**src/rtl/usb_full_speed_endpoint_collector_pkg.sv**
```systemverilog
// Shared types for the full-speed OUT endpoint collector: handshake codes, DATA PIDs, FSM states.
// Latency: n/a (types and helpers only).
// Backpressure: n/a.
package usbFullSpeedPkg;

  typedef enum logic [1:0] {
    HS_ACK   = 2'd0,
    HS_NAK   = 2'd1,
    HS_STALL = 2'd2
  } hs_e;

  localparam logic PID_DATA0 = 1'b0;
  localparam logic PID_DATA1 = 1'b1;

  typedef enum logic [1:0] {
    ST_IDLE    = 2'd0,
    ST_COLLECT = 2'd1,
    ST_DROP    = 2'd2,
    ST_RESP    = 2'd3
  } state_e;

  // 8-bit increment that sticks at 255
  function automatic logic [7:0] sat_inc8(input logic [7:0] v);
    return (v == 8'hFF) ? v : v + 8'd1;
  endfunction

endpackage

```
**src/rtl/usb_full_speed_endpoint_collector_if.sv**
```systemverilog
// Bus between packet layer / downstream receiver and the endpoint collector.
// Latency: n/a (wiring only).
// Backpressure: only the delivery side (o_erValid/i_erReady) can stall; byte stream cannot.
interface usb_full_speed_endpoint_collector_if #(
  parameter int MAX_PKT = 8
);
  localparam int CW = $clog2(MAX_PKT) + 1;

  logic                 i_pktStart;
  logic                 i_pktPid;
  logic                 i_byteValid;
  logic [7:0]           i_byte;
  logic                 i_pktEnd;
  logic                 i_pktCrcOk;
  logic                 i_pktAbort;
  logic                 i_toggleClr;
  logic                 i_erStall;
  logic                 o_hsValid;
  logic [1:0]           o_hs;
  logic                 o_erValid;
  logic                 i_erReady;
  logic [8*MAX_PKT-1:0] o_erData;
  logic [CW-1:0]        o_erData_nBytes;
  logic [7:0]           o_nCrcErr;
  logic [7:0]           o_nOverflow;

  // packet layer plus downstream receiver side
  modport master (
    output i_pktStart, i_pktPid, i_byteValid, i_byte, i_pktEnd, i_pktCrcOk,
           i_pktAbort, i_toggleClr, i_erStall, i_erReady,
    input  o_hsValid, o_hs, o_erValid, o_erData, o_erData_nBytes, o_nCrcErr, o_nOverflow
  );

  // collector side
  modport slave (
    input  i_pktStart, i_pktPid, i_byteValid, i_byte, i_pktEnd, i_pktCrcOk,
           i_pktAbort, i_toggleClr, i_erStall, i_erReady,
    output o_hsValid, o_hs, o_erValid, o_erData, o_erData_nBytes, o_nCrcErr, o_nOverflow
  );

endinterface

```
**src/rtl/usb_full_speed_endpoint_collector_pkt_bank.sv**
```systemverilog
// One packet bank: byte-indexed write at the running count, cleared at packet start.
// Latency: a written byte and the new count are visible the cycle after wr_en.
// Backpressure: none; writes while full are dropped (the owner flags overflow from full).
module usb_full_speed_pkt_bank #(
  parameter int MAX_PKT = 8,
  parameter int CW      = $clog2(MAX_PKT) + 1
) (
  input  logic                 clk,
  input  logic                 rst_n,
  input  logic                 clr,
  input  logic                 wr_en,
  input  logic [7:0]           wr_byte,
  output logic [CW-1:0]        count,
  output logic                 full,
  output logic [8*MAX_PKT-1:0] data
);

  logic [CW-2:0] idx;

  assign idx  = count[CW-2:0];
  assign full = (count == CW'(MAX_PKT));

  // clear has priority over a write; bytes past full never land
  always_ff @(posedge clk or negedge rst_n) begin
    if (!rst_n) begin
      count <= '0;
      data  <= '0;
    end else if (clr) begin
      count <= '0;
      data  <= '0;
    end else if (wr_en && !full) begin
      data[idx*8 +: 8] <= wr_byte;
      count            <= count + 1'b1;
    end
  end

endmodule

```
**src/rtl/usb_full_speed_endpoint_collector.sv**
```systemverilog
// Collects full-speed OUT DATA packets into ping-pong banks, checks CRC/toggle, decides ACK/NAK/STALL.
// Latency: handshake strobe and delivery both appear one cycle after EOP.
// Backpressure: a delivered packet holds until i_erReady; packets arriving meanwhile are NAKed.
// Optional: USB_EP_COLLECT_STATS_EN enables the saturating CRC-error and overflow counters.
module usb_full_speed_endpoint_collector #(
  parameter int MAX_PKT = 8
) (
  input logic i_clk,
  input logic i_rst_n,
  usb_full_speed_endpoint_collector_if.slave ep
);
  import usbFullSpeedPkg::*;

  localparam int CW = $clog2(MAX_PKT) + 1;

  state_e state, state_nxt;

  logic          exp_toggle;
  logic          rd_bank;
  logic          pkt_pid;
  logic          drop_hs_vld;
  hs_e           drop_hs;
  logic          er_valid;
  logic [CW-1:0] er_nbytes;
  logic          hs_valid;
  hs_e           hs;

  // per-cycle decisions from the FSM
  logic start_take;
  logic start_drop;
  hs_e  start_hs;
  logic byte_wr;
  logic ovf_evt;
  logic crc_evt;
  logic hs_fire;
  hs_e  hs_nxt;
  logic deliver;

  // bank plumbing; the write bank is always the one not being presented
  logic                 wr_bank;
  logic                 clr0, clr1, wr0, wr1, full0, full1;
  logic [CW-1:0]        cnt0, cnt1;
  logic [8*MAX_PKT-1:0] dat0, dat1;
  logic                 wr_full;
  logic [CW-1:0]        wr_cnt;

  assign wr_bank = ~rd_bank;
  assign wr_full = wr_bank ? full1 : full0;
  assign wr_cnt  = wr_bank ? cnt1  : cnt0;
  assign clr0    = start_take & ~wr_bank;
  assign clr1    = start_take &  wr_bank;
  assign wr0     = byte_wr    & ~wr_bank;
  assign wr1     = byte_wr    &  wr_bank;

  usb_full_speed_pkt_bank #(.MAX_PKT(MAX_PKT)) u_bank0 (
    .clk     (i_clk),
    .rst_n   (i_rst_n),
    .clr     (clr0),
    .wr_en   (wr0),
    .wr_byte (ep.i_byte),
    .count   (cnt0),
    .full    (full0),
    .data    (dat0)
  );

  usb_full_speed_pkt_bank #(.MAX_PKT(MAX_PKT)) u_bank1 (
    .clk     (i_clk),
    .rst_n   (i_rst_n),
    .clr     (clr1),
    .wr_en   (wr1),
    .wr_byte (ep.i_byte),
    .count   (cnt1),
    .full    (full1),
    .data    (dat1)
  );

  // state register
  always_ff @(posedge i_clk or negedge i_rst_n) begin
    if (!i_rst_n) state <= ST_IDLE;
    else          state <= state_nxt;
  end

  // next state and per-cycle actions; abort beats everything, a new start pre-empts any packet
  always_comb begin
    state_nxt  = state;
    start_take = 1'b0;
    start_drop = 1'b0;
    start_hs   = HS_NAK;
    byte_wr    = 1'b0;
    ovf_evt    = 1'b0;
    crc_evt    = 1'b0;
    hs_fire    = 1'b0;
    hs_nxt     = hs;
    deliver    = 1'b0;
    if (ep.i_pktAbort) begin
      state_nxt = ST_IDLE;
    end else if (ep.i_pktStart) begin
      if (ep.i_erStall) begin
        state_nxt  = ST_DROP;
        start_drop = 1'b1;
        start_hs   = HS_STALL;
      end else if (er_valid) begin
        state_nxt  = ST_DROP;
        start_drop = 1'b1;
        start_hs   = HS_NAK;
      end else begin
        state_nxt  = ST_COLLECT;
        start_take = 1'b1;
      end
    end else begin
      case (state)
        ST_IDLE: ;
        ST_COLLECT: begin
          if (ep.i_pktEnd) begin
            state_nxt = ST_RESP;
            crc_evt   = ~ep.i_pktCrcOk;
            if (!crc_evt) begin
              hs_fire = 1'b1;
              hs_nxt  = HS_ACK;
              // a toggle mismatch is a retransmission: ACK it but keep the old data
              deliver = (pkt_pid == exp_toggle);
            end
          end else if (ep.i_byteValid) begin
            if (wr_full) begin
              state_nxt = ST_DROP;
              ovf_evt   = 1'b1;
            end else begin
              byte_wr = 1'b1;
            end
          end
        end
        ST_DROP: begin
          if (ep.i_pktEnd) begin
            state_nxt = ST_RESP;
            crc_evt   = ~ep.i_pktCrcOk;
            if (!crc_evt && drop_hs_vld) begin
              hs_fire = 1'b1;
              hs_nxt  = drop_hs;
            end
          end
        end
        ST_RESP: state_nxt = ST_IDLE;
        default: state_nxt = ST_IDLE;
      endcase
    end
  end

  // packet context: PID and the handshake owed by a dropped packet (none after overflow)
  always_ff @(posedge i_clk or negedge i_rst_n) begin
    if (!i_rst_n) begin
      pkt_pid     <= PID_DATA0;
      drop_hs_vld <= 1'b0;
      drop_hs     <= HS_NAK;
    end else begin
      if (ep.i_pktStart && !ep.i_pktAbort) pkt_pid <= ep.i_pktPid;
      if (start_drop) begin
        drop_hs_vld <= 1'b1;
        drop_hs     <= start_hs;
      end else if (ovf_evt) begin
        drop_hs_vld <= 1'b0;
      end
    end
  end

  // handshake strobe, delivery handshake, bank swap and data toggle
  always_ff @(posedge i_clk or negedge i_rst_n) begin
    if (!i_rst_n) begin
      hs_valid   <= 1'b0;
      hs         <= HS_ACK;
      er_valid   <= 1'b0;
      er_nbytes  <= '0;
      rd_bank    <= 1'b0;
      exp_toggle <= PID_DATA0;
    end else begin
      hs_valid <= hs_fire;
      if (hs_fire) hs <= hs_nxt;
      if (deliver) begin
        er_valid  <= 1'b1;
        er_nbytes <= wr_cnt;
        rd_bank   <= ~rd_bank;
      end else if (er_valid && ep.i_erReady) begin
        er_valid <= 1'b0;
      end
      // an explicit clear overrides a flip from the same packet
      if (ep.i_toggleClr)  exp_toggle <= PID_DATA0;
      else if (deliver)    exp_toggle <= (exp_toggle == PID_DATA0) ? PID_DATA1 : PID_DATA0;
    end
  end

  assign ep.o_hsValid       = hs_valid;
  assign ep.o_hs            = hs;
  assign ep.o_erValid       = er_valid;
  assign ep.o_erData        = rd_bank ? dat1 : dat0;
  assign ep.o_erData_nBytes = er_nbytes;

`ifdef USB_EP_COLLECT_STATS_EN
  logic [7:0] n_crc_err;
  logic [7:0] n_overflow;

  // saturating error counters
  always_ff @(posedge i_clk or negedge i_rst_n) begin
    if (!i_rst_n) begin
      n_crc_err  <= '0;
      n_overflow <= '0;
    end else begin
      if (crc_evt) n_crc_err  <= sat_inc8(n_crc_err);
      if (ovf_evt) n_overflow <= sat_inc8(n_overflow);
    end
  end

  assign ep.o_nCrcErr   = n_crc_err;
  assign ep.o_nOverflow = n_overflow;
`else
  assign ep.o_nCrcErr   = 8'd0;
  assign ep.o_nOverflow = 8'd0;
`endif

endmodule
```
**src/flat_wrapper.sv**
```systemverilog
// flat-port wrapper written by rule: the top's interface ports become plain ports
module usb_full_speed_endpoint_collector_flat import usbFullSpeedPkg::*;
#(
  parameter int MAX_PKT = 8
)
  (i_clk, i_rst_n, ep_i_pktStart, ep_i_pktPid, ep_i_byteValid, ep_i_byte, ep_i_pktEnd, ep_i_pktCrcOk, ep_i_pktAbort, ep_i_toggleClr, ep_i_erStall, ep_i_erReady, ep_o_hsValid, ep_o_hs, ep_o_erValid, ep_o_erData, ep_o_erData_nBytes, ep_o_nCrcErr, ep_o_nOverflow);
  usb_full_speed_endpoint_collector_if #(.MAX_PKT(MAX_PKT)) ep_i ();
  input logic i_clk;
  input logic i_rst_n;
  input wire logic [$bits(ep_i.i_pktStart)-1:0] ep_i_pktStart;
  input wire logic [$bits(ep_i.i_pktPid)-1:0] ep_i_pktPid;
  input wire logic [$bits(ep_i.i_byteValid)-1:0] ep_i_byteValid;
  input wire logic [$bits(ep_i.i_byte)-1:0] ep_i_byte;
  input wire logic [$bits(ep_i.i_pktEnd)-1:0] ep_i_pktEnd;
  input wire logic [$bits(ep_i.i_pktCrcOk)-1:0] ep_i_pktCrcOk;
  input wire logic [$bits(ep_i.i_pktAbort)-1:0] ep_i_pktAbort;
  input wire logic [$bits(ep_i.i_toggleClr)-1:0] ep_i_toggleClr;
  input wire logic [$bits(ep_i.i_erStall)-1:0] ep_i_erStall;
  input wire logic [$bits(ep_i.i_erReady)-1:0] ep_i_erReady;
  output wire logic [$bits(ep_i.o_hsValid)-1:0] ep_o_hsValid;
  output wire logic [$bits(ep_i.o_hs)-1:0] ep_o_hs;
  output wire logic [$bits(ep_i.o_erValid)-1:0] ep_o_erValid;
  output wire logic [$bits(ep_i.o_erData)-1:0] ep_o_erData;
  output wire logic [$bits(ep_i.o_erData_nBytes)-1:0] ep_o_erData_nBytes;
  output wire logic [$bits(ep_i.o_nCrcErr)-1:0] ep_o_nCrcErr;
  output wire logic [$bits(ep_i.o_nOverflow)-1:0] ep_o_nOverflow;
  assign ep_i.i_pktStart = ep_i_pktStart;
  assign ep_i.i_pktPid = ep_i_pktPid;
  assign ep_i.i_byteValid = ep_i_byteValid;
  assign ep_i.i_byte = ep_i_byte;
  assign ep_i.i_pktEnd = ep_i_pktEnd;
  assign ep_i.i_pktCrcOk = ep_i_pktCrcOk;
  assign ep_i.i_pktAbort = ep_i_pktAbort;
  assign ep_i.i_toggleClr = ep_i_toggleClr;
  assign ep_i.i_erStall = ep_i_erStall;
  assign ep_i.i_erReady = ep_i_erReady;
  assign ep_o_hsValid = ep_i.o_hsValid;
  assign ep_o_hs = ep_i.o_hs;
  assign ep_o_erValid = ep_i.o_erValid;
  assign ep_o_erData = ep_i.o_erData;
  assign ep_o_erData_nBytes = ep_i.o_erData_nBytes;
  assign ep_o_nCrcErr = ep_i.o_nCrcErr;
  assign ep_o_nOverflow = ep_i.o_nOverflow;
  usb_full_speed_endpoint_collector #(.MAX_PKT(MAX_PKT)) u_core (.i_clk(i_clk), .i_rst_n(i_rst_n), .ep(ep_i));
endmodule
```
**config.mk**
```make
export PLATFORM = sky130hd
export DESIGN_NAME = usb_full_speed_endpoint_collector_flat
export DESIGN_NICKNAME = d
export VERILOG_FILES = /design/src/rtl/usb_full_speed_endpoint_collector_pkg.sv /design/src/rtl/usb_full_speed_endpoint_collector_if.sv /design/src/rtl/usb_full_speed_endpoint_collector_pkt_bank.sv /design/src/rtl/usb_full_speed_endpoint_collector.sv /design/src/flat_wrapper.sv
export SDC_FILE = /design/constraint.sdc
export NUM_CORES = 1
export LEC_CHECK = 0
export ABC_AREA = 1
export CORE_ASPECT_RATIO = 0.5
export CORE_MARGIN = 2
export CORE_UTILIZATION = 60
export DETAILED_ROUTE_END_ITERATION = 8
export GPL_ROUTABILITY_DRIVEN = 0
export PLACE_DENSITY_LB_ADDON = 0.1
export SLEW_MARGIN = 20
export SYNTH_ARGS = -nofsm -noshare
export SYNTH_HDL_FRONTEND = slang
export SYNTH_SLANG_ARGS = --single-unit
```
**constraint.sdc**
```tcl
create_clock -name i_clk -period 3.3 [get_ports i_clk]
set_input_delay 0.99 -clock i_clk [delete_from_list [all_inputs] [get_ports i_clk]]
set_output_delay 0.99 -clock i_clk [all_outputs]
set_load 0.005 [all_outputs]
```
==> results of run 1 <==
==> logic make-up (layout without fill, tap and decap cells) <==
kind of cell / Yosys count / in the layout / share of synthesized area
AO/OA/AOI/OAI: 62 / 62 / 0.0381
XOR/XNOR: 5 / 5 / 0.00521
adder cells (fa/ha/maj): 12 / 12 / 0.0179
buffers and inverters: 138 / 207 / 0.0794
flip-flops: 152 / 152 / 0.452
multiplexers: 1 / 1 / 0.00119
other: 1 / 17 / 0.000446
AND/OR/NAND/NOR: 765 / 765 / 0.405
==> timing repair <==
item | 4_1_cts | 5_1_grt
endpoints found under the setup margin | 0 | 29
gates resized for setup | 0 | 2
hold buffers | 0 | 0
==> cell usage in the layout, fill, tap and decap left out, drive strengths merged <==
cell type,count
nand2,424
nand3,202
dfrtp,151
clkdlybuf4s50,89
nor2,80
inv,60
o21ai,54
nand4,41
buf,29
clkbuf,21
conb,16
ha,12
nor3,11
nand3b,7
a21oi,5
xor2,5
clkinvlp,4
clkinv,3
diode,1
o21a,1
mux2i,1
o31ai,1
a32o,1
bufinv,1
dfstp,1
==> flip-flops by register name (all words and copies together) (netlist names) <==
name                       flops
u_core.u_bank0.count           4
u_core.pkt_pid                 1
u_core.ep.o_erData_nBytes      4
u_core.drop_hs_vld             1
u_core.u_bank1.count           4
u_core.u_bank0.data           64
u_core.ep.o_hsValid            1
u_core.ep.o_erValid            1
u_core.state                   2
u_core.rd_bank                 1
u_core.exp_toggle              1
u_core.u_bank1.data           64
u_core.drop_hs                 2
u_core.ep.o_hs                 2
==> layout make-up <==
type	count	share of cell area
Timing Repair Buffer	119	0.124
Tap cell	192	0.0239
Antenna cell	1	0.000248
Inverter	56	0.0209
Clock buffer	20	0.0443
Sequential cell	152	0.378
Multi-Input combinational cell	861	0.397
Clock inverter	12	0.0117
==> worst max-delay path: stages (launching register included) <==
cell and delay (ns):
dfrtp_4 0.62, inv_2 0.21, buf_16 0.23, nand2_1 0.08
nand2_1 0.13, clkdlybuf4s50_1 0.52
==> cells in the mapped netlist <==
| cell type | instances |
|---|---|
| a21oi_1 | 5 |
| a32o_1 | 1 |
| buf_1 | 5 |
| buf_2 | 22 |
| buf_4 | 19 |
| buf_6 | 6 |
| clkbuf_1 | 25 |
| clkbuf_2 | 5 |
| conb_1 | 1 |
| dfrtp_1 | 151 |
| dfstp_2 | 1 |
| ha_1 | 12 |
| inv_1 | 52 |
| inv_2 | 4 |
| mux2i_1 | 1 |
| nand2_1 | 413 |
| nand2_2 | 10 |
| nand2_4 | 1 |
| nand3_1 | 198 |
| nand3_2 | 3 |
| nand3_4 | 1 |
| nand3b_1 | 7 |
| nand4_1 | 41 |
| nor2_1 | 70 |
| nor2_2 | 2 |
| nor2_4 | 6 |
| nor2_8 | 2 |
| nor3_1 | 11 |
| o21a_1 | 1 |
| o21ai_0 | 35 |
| o21ai_1 | 19 |
| o31ai_1 | 1 |
| xor2_1 | 5 |
==> metal layers <==
layer	vias to the layer above	wire length (um)	global-route usage
met3	61	3080	0.102
met1	3812	10800	0.488
met2	512	10700	0.516
met5	-	0	0
li1	3813	-	-
met4	0	600	0.115
==> power groups by stage <==
stage               Combinational, mW  Sequential (mW)  Clock, mW
floorplan                        1.19             2.09          0
global placement                 1.78             2.15          0
detailed placement               1.81             2.15          0
CTS                              1.83             2.12       1.90
global route                     2.11             2.15       1.97
finish                           1.95             2.13       1.90
==> worst paths after layout <==
path,endpoint
max,ep_o_erData[13]
min,u_core.ep.o_hs[1]
max reg2reg,u_core.u_bank0.data[50]
min reg2reg,u_core.ep.o_hs[1]
max in group asynchronous,u_core.u_bank0.data[44]
min in group asynchronous,u_core.ep.o_erData_nBytes[3]
==> metrics by stage <==
stage	total power [mW]	util	area, um^2	hold slack [ns]
after floorplan	3.28	-	8470	0.442
after global placement	3.93	0.695	9470	0.459
after detailed placement	3.97	0.695	9470	0.460
after CTS	5.86	0.736	10000	0.476
after global routing	6.23	0.739	10100	0.491
final	5.98	0.739	10100	0.470
==> impl_metrics.py, run 1 <==
metrics = {
    "route": {
        "detail-route-antenna-nets": 0,
        "drc": 0,
        "wire_per_inst_um": 17.8,
        "dr.pass1.iters": 6,
        "wl_um": 25200,
        "viasPerCell": 5.80,
        "dr_total_vias": 8198,
        "drtIter0Drc": 1184,
    },
    "timing": {
        "hold_violations": 0,
        "finalClockSkew_ns": 0.00983,
        "rsz0062_at_grt": "no",
        "fin_crit_ns": 3.24,
        "min_period_over_period": 0.982,
        "tightest_slew_ns": 0.715,
        "fin_ws_ns": 0.0608,
        "relSlewSlack": 0.519,
        "final_max_slew_viol_count": 0,
        "setup_viol": 0,
        "tns_ns": 0,
        "max_freq_mhz": 309,
    },
    "final_layout": {
        "syn_to_final_growth_pct": 19.8,
        "fillers": 1031,
        "layout-drive-gt1-share": 0.0746,
        "seq_area_mm2": 0.00381,
        "multiInputGateArea_mm2": 0.00400,
        "nets": 1238,
        "fin_cells": 1413,
    },
    "synth": {
        "syn-instance-count": 1136,
        "yosysWarnings": 0,
        "syn_area_mm2": 0.00841,
        "yosysTopAreaCellShare": 0.449,
        "synth-seq-area-share": 0.452,
        "synth_top_area_cell": "dfrtp_1",
        "yosys.cell_types.count": 33,
        "ys_ff_latch": 152,
        "syn_area_per_cell_um2": 7.40,
        "synth_area_leaders": "dfrtp_1 (45%), nand2_1 (18%), nand3_1 (12%)",
    },
    "setup_path": {
        "crit_fanout": 35,
        "rr_startpoint": "u_core.u_bank0.count[1]",
        "critPathKind": "reg -> out",
        "endpoint_kind": "output pin",
        "cp.required_ns": 2.31,
        "critPathLaunchType": "register",
        "crit_arrival_ns": 2.25,
        "crit_start": "u_core.rd_bank",
        "reg2regPathDepth": 8,
        "reg2reg_slack_ns": 0.62,
    },
    "die": {
        "die_h_um": 87.7,
        "initial_core_util": 0.617,
        "die-area_mm2": 0.0150,
        "io_pins": 107,
        "placementRows": 30,
        "die_x_um": 171,
        "core_mm2": 0.0136,
    },
    "power_and_ir_drop": {
        "max-vdd-ir-drop_uv": 373,
        "power_frac_clock": 0.318,
        "leakage_nw": 5.22,
        "internal_power_mw": 3.65,
        "seq_power_share": 0.356,
        "power-per-cell-area_mw_per_mm2": 594,
        "switchingPower_mw": 2.33,
        "p_comb_frac": 0.325,
        "p_sw_frac": 0.390,
    },
    "clock_network": {
        "htreeDepth": 4,
        "clock-root-buffer": "clkbuf_16",
        "worstSkewPairLatency_ns": 0.43,
        "clkTransAtPathRegs_ns": 0.07,
        "cts_buffers": 17,
        "cts.sinks": 152,
        "clock_path_buffers": 2,
        "post_cts_buffers": 0,
        "tritoncts": "yes",
    },
    "run_status": {
        "status": "completed",
    },
    "placement": {
        "io_buffers": 90,
        "pre_cts_slack_ns": 0.240,
        "dp_hpwl_um": 17400,
        "dp.cells": 1379,
    },
    "hold_path": {
        "holdCritStartpoint": "u_core.ep.o_hs[1]",
        "hold_class": "reg -> reg",
        "min_path_cells": 2,
    },
    "global_route": {
        "antenna_found_initial": 0,
        "gr-usage-all-layers": 0.346,
        "grt_max_degree": 70,
        "grt_pass1_vias": 7585,
        "overflow": 0,
        "grt_pass1_wl_um": 39700,
    },
    "job": {
        "drv_cap": 0,
    },
}
(Power assumes the default switching activity.)
==> run 2, diff against run 1 <==
--- a/config.mk
+++ b/config.mk
@@ -12,6 +12,7 @@
 export DETAILED_ROUTE_END_ITERATION = 8
 export GPL_ROUTABILITY_DRIVEN = 0
 export PLACE_DENSITY_LB_ADDON = 0.1
+export RECOVER_POWER = 25
 export SLEW_MARGIN = 20
 export SYNTH_ARGS = -nofsm -noshare
 export SYNTH_HDL_FRONTEND = slang
==> impl_metrics.py, run 2 (synthesis gave the netlist of run 1 again) <==
metrics = {
    "run_status": {
        "status": "completed",
    },
    "clock_network": {
        "clock_path_buffers": 2,
        "ctsResizeCount": 0,
        "worstSkewPairLatency_ns": 0.43,
        "clkTransAtPathRegs_ns": 0.07,
        "hold_buffers": 0,
        "tritoncts": "yes",
        "cts_buffers": 17,
        "htreeDepth": 4,
        "clock-root-buffer": "clkbuf_16",
        "post_cts_buffers": 0,
        "cts.sinks": 152,
    },
    "route": {
        "wire_per_inst_um": 17.9,
        "drc": 0,
        "wl_um": 25300,
        "drtIter0Drc": 1110,
        "detail-route-antenna-nets": 0,
        "viasPerCell": 5.87,
        "dr.pass1.iters": 6,
        "dr_total_vias": 8291,
    },
    "final_layout": {
        "mostFrequentLayoutCell": "nand2_1",
        "top_regs": "u_core.u_bank0.data x64, u_core.u_bank1.data x64",
        "syn_to_final_growth_pct": 19.4,
        "fillers": 1038,
        "most-common-layout-cells": "nand2_1 (413), nand3_1 (198), dfrtp_1 (150)",
        "multiInputGateArea_mm2": 0.00400,
        "fin_area_mm2": 0.0100,
        "antennaDiodeCount": 0,
        "seq_area_mm2": 0.00381,
        "layout-drive-gt1-share": 0.0738,
        "nets": 1238,
    },
    "power_and_ir_drop": {
        "switchingPower_mw": 2.33,
        "internal_power_mw": 3.64,
        "power-per-cell-area_mw_per_mm2": 595,
        "seq_power_share": 0.357,
        "max-vdd-ir-drop_uv": 371,
        "p_sw_frac": 0.390,
        "power_frac_clock": 0.318,
        "p_comb_frac": 0.326,
        "power_mw": 5.97,
        "leakage_nw": 5.21,
    },
    "timing": {
        "final_max_slew_viol_count": 0,
        "relSlewSlack": 0.0752,
        "min_period_over_period": 0.984,
        "fin_crit_ns": 3.25,
        "tns_ns": 0,
        "max_freq_mhz": 308,
        "hold_violations": 0,
        "tightest_slew_ns": 1.39,
        "finalClockSkew_ns": 0.0120,
        "setup_viol": 0,
        "rsz0062_at_grt": "no",
    },
    "global_route": {
        "antenna_found_initial": 0,
        "grt_max_degree": 70,
        "grt_pass1_vias": 7585,
        "overflow": 0,
        "grt_pass1_wl_um": 39700,
        "gr-usage-all-layers": 0.346,
    },
    "setup_path": {
        "cpPeakStageDelay_ns": 0.62,
        "critPathLaunchType": "register",
        "crit_arrival_ns": 2.26,
        "cp.required_ns": 2.31,
        "endpoint_kind": "output pin",
        "critical_path.most_common_cell": "nand2_1",
        "slowest_stage": "dfrtp_4",
        "crit_fanout": 35,
        "critPathKind": "reg -> out",
        "crit_chain": "inv_2 -> buf_16 -> nand2_1 -> nand2_1 -> clkdlybuf4s50_1",
    },
    "hold_path": {
        "hold_class": "reg -> reg",
    },
    "job": {
        "drv_cap": 0,
    },
    "die": {
        "die_h_um": 87.7,
        "die-area_mm2": 0.0150,
        "initial_core_util": 0.617,
        "io_pins": 107,
        "die_x_um": 171,
        "core_mm2": 0.0136,
        "placementRows": 30,
    },
    "placement": {
        "dp_hpwl_um": 17400,
        "io_buffers": 90,
        "dpl_cell_area_mm2": 0.00947,
    },
}
==> run 2: worst max-delay path: cells and delay by family (launching register included) <==
kind | cells | cell delay, ns
DFF | 1 | 0.62
buffers and inverters | 3 | 0.98
and+or+nand+nor | 2 | 0.23
==> run 2: power by group through the flow <==
stage          Clock [mW]  Sequential [mW]  Combinational (mW)
6_report             1.90             2.13                1.95
5_1_grt              1.97             2.15                2.11
4_1_cts              1.90             2.12                1.83
3_5_place_dp            0             2.15                1.81
3_3_place_gp            0             2.15                1.78
2_1_floorplan           0             2.09                1.19
==> run 2: worst paths after layout <==
| check | startpoint | to | slack (ns) | cells after the start |
|---|---|---|---|---|
| max | u_core.rd_bank | ep_o_erData[13] | 0.05 | 5 |
| min | u_core.ep.o_hs[1] | u_core.ep.o_hs[1] | 0.47 | 2 |
| max reg2reg | u_core.u_bank0.count[1] | u_core.u_bank0.data[50] | 0.60 | 8 |
| min reg2reg | u_core.ep.o_hs[1] | u_core.ep.o_hs[1] | 0.47 | 2 |
| max in group asynchronous | i_rst_n | u_core.u_bank0.data[47] | 0.69 | 2 |
| min in group asynchronous | i_rst_n | u_core.ep.o_erData_nBytes[3] | 0.88 | 1 |
==> run 2: layer usage <==
layer	track usage	part of all wire	wire length, um
met5	0	0	0
met4	0.115	0.028	702
met3	0.102	0.12	3100
met2	0.516	0.42	10700
met1	0.488	0.42	10700
==> run 2: cell type report <==
cell class | count | share of cell area
multi-input combinational | 861 | 0.398
sequential | 152 | 0.379
timing repair buffer | 119 | 0.121
clock buffer | 20 | 0.0445
tap | 192 | 0.0239
inverter | 56 | 0.0209
clock inverter | 12 | 0.0117
==> run 2: through the flow <==
stage / setup WS (ns) / std cells / hold WS, ns / utilization
6_report: 0.0514 / 1412 / 0.470 / 0.737
3_5_place_dp: 0.240 / 1379 / 0.460 / 0.695
3_3_place_gp: 0.269 / 1379 / 0.459 / 0.695
2_1_floorplan: 1.00 / 1151 / 0.442 / -
4_1_cts: 0.0131 / 1411 / 0.476 / 0.736
5_1_grt: 0.0152 / 1412 / 0.491 / 0.737
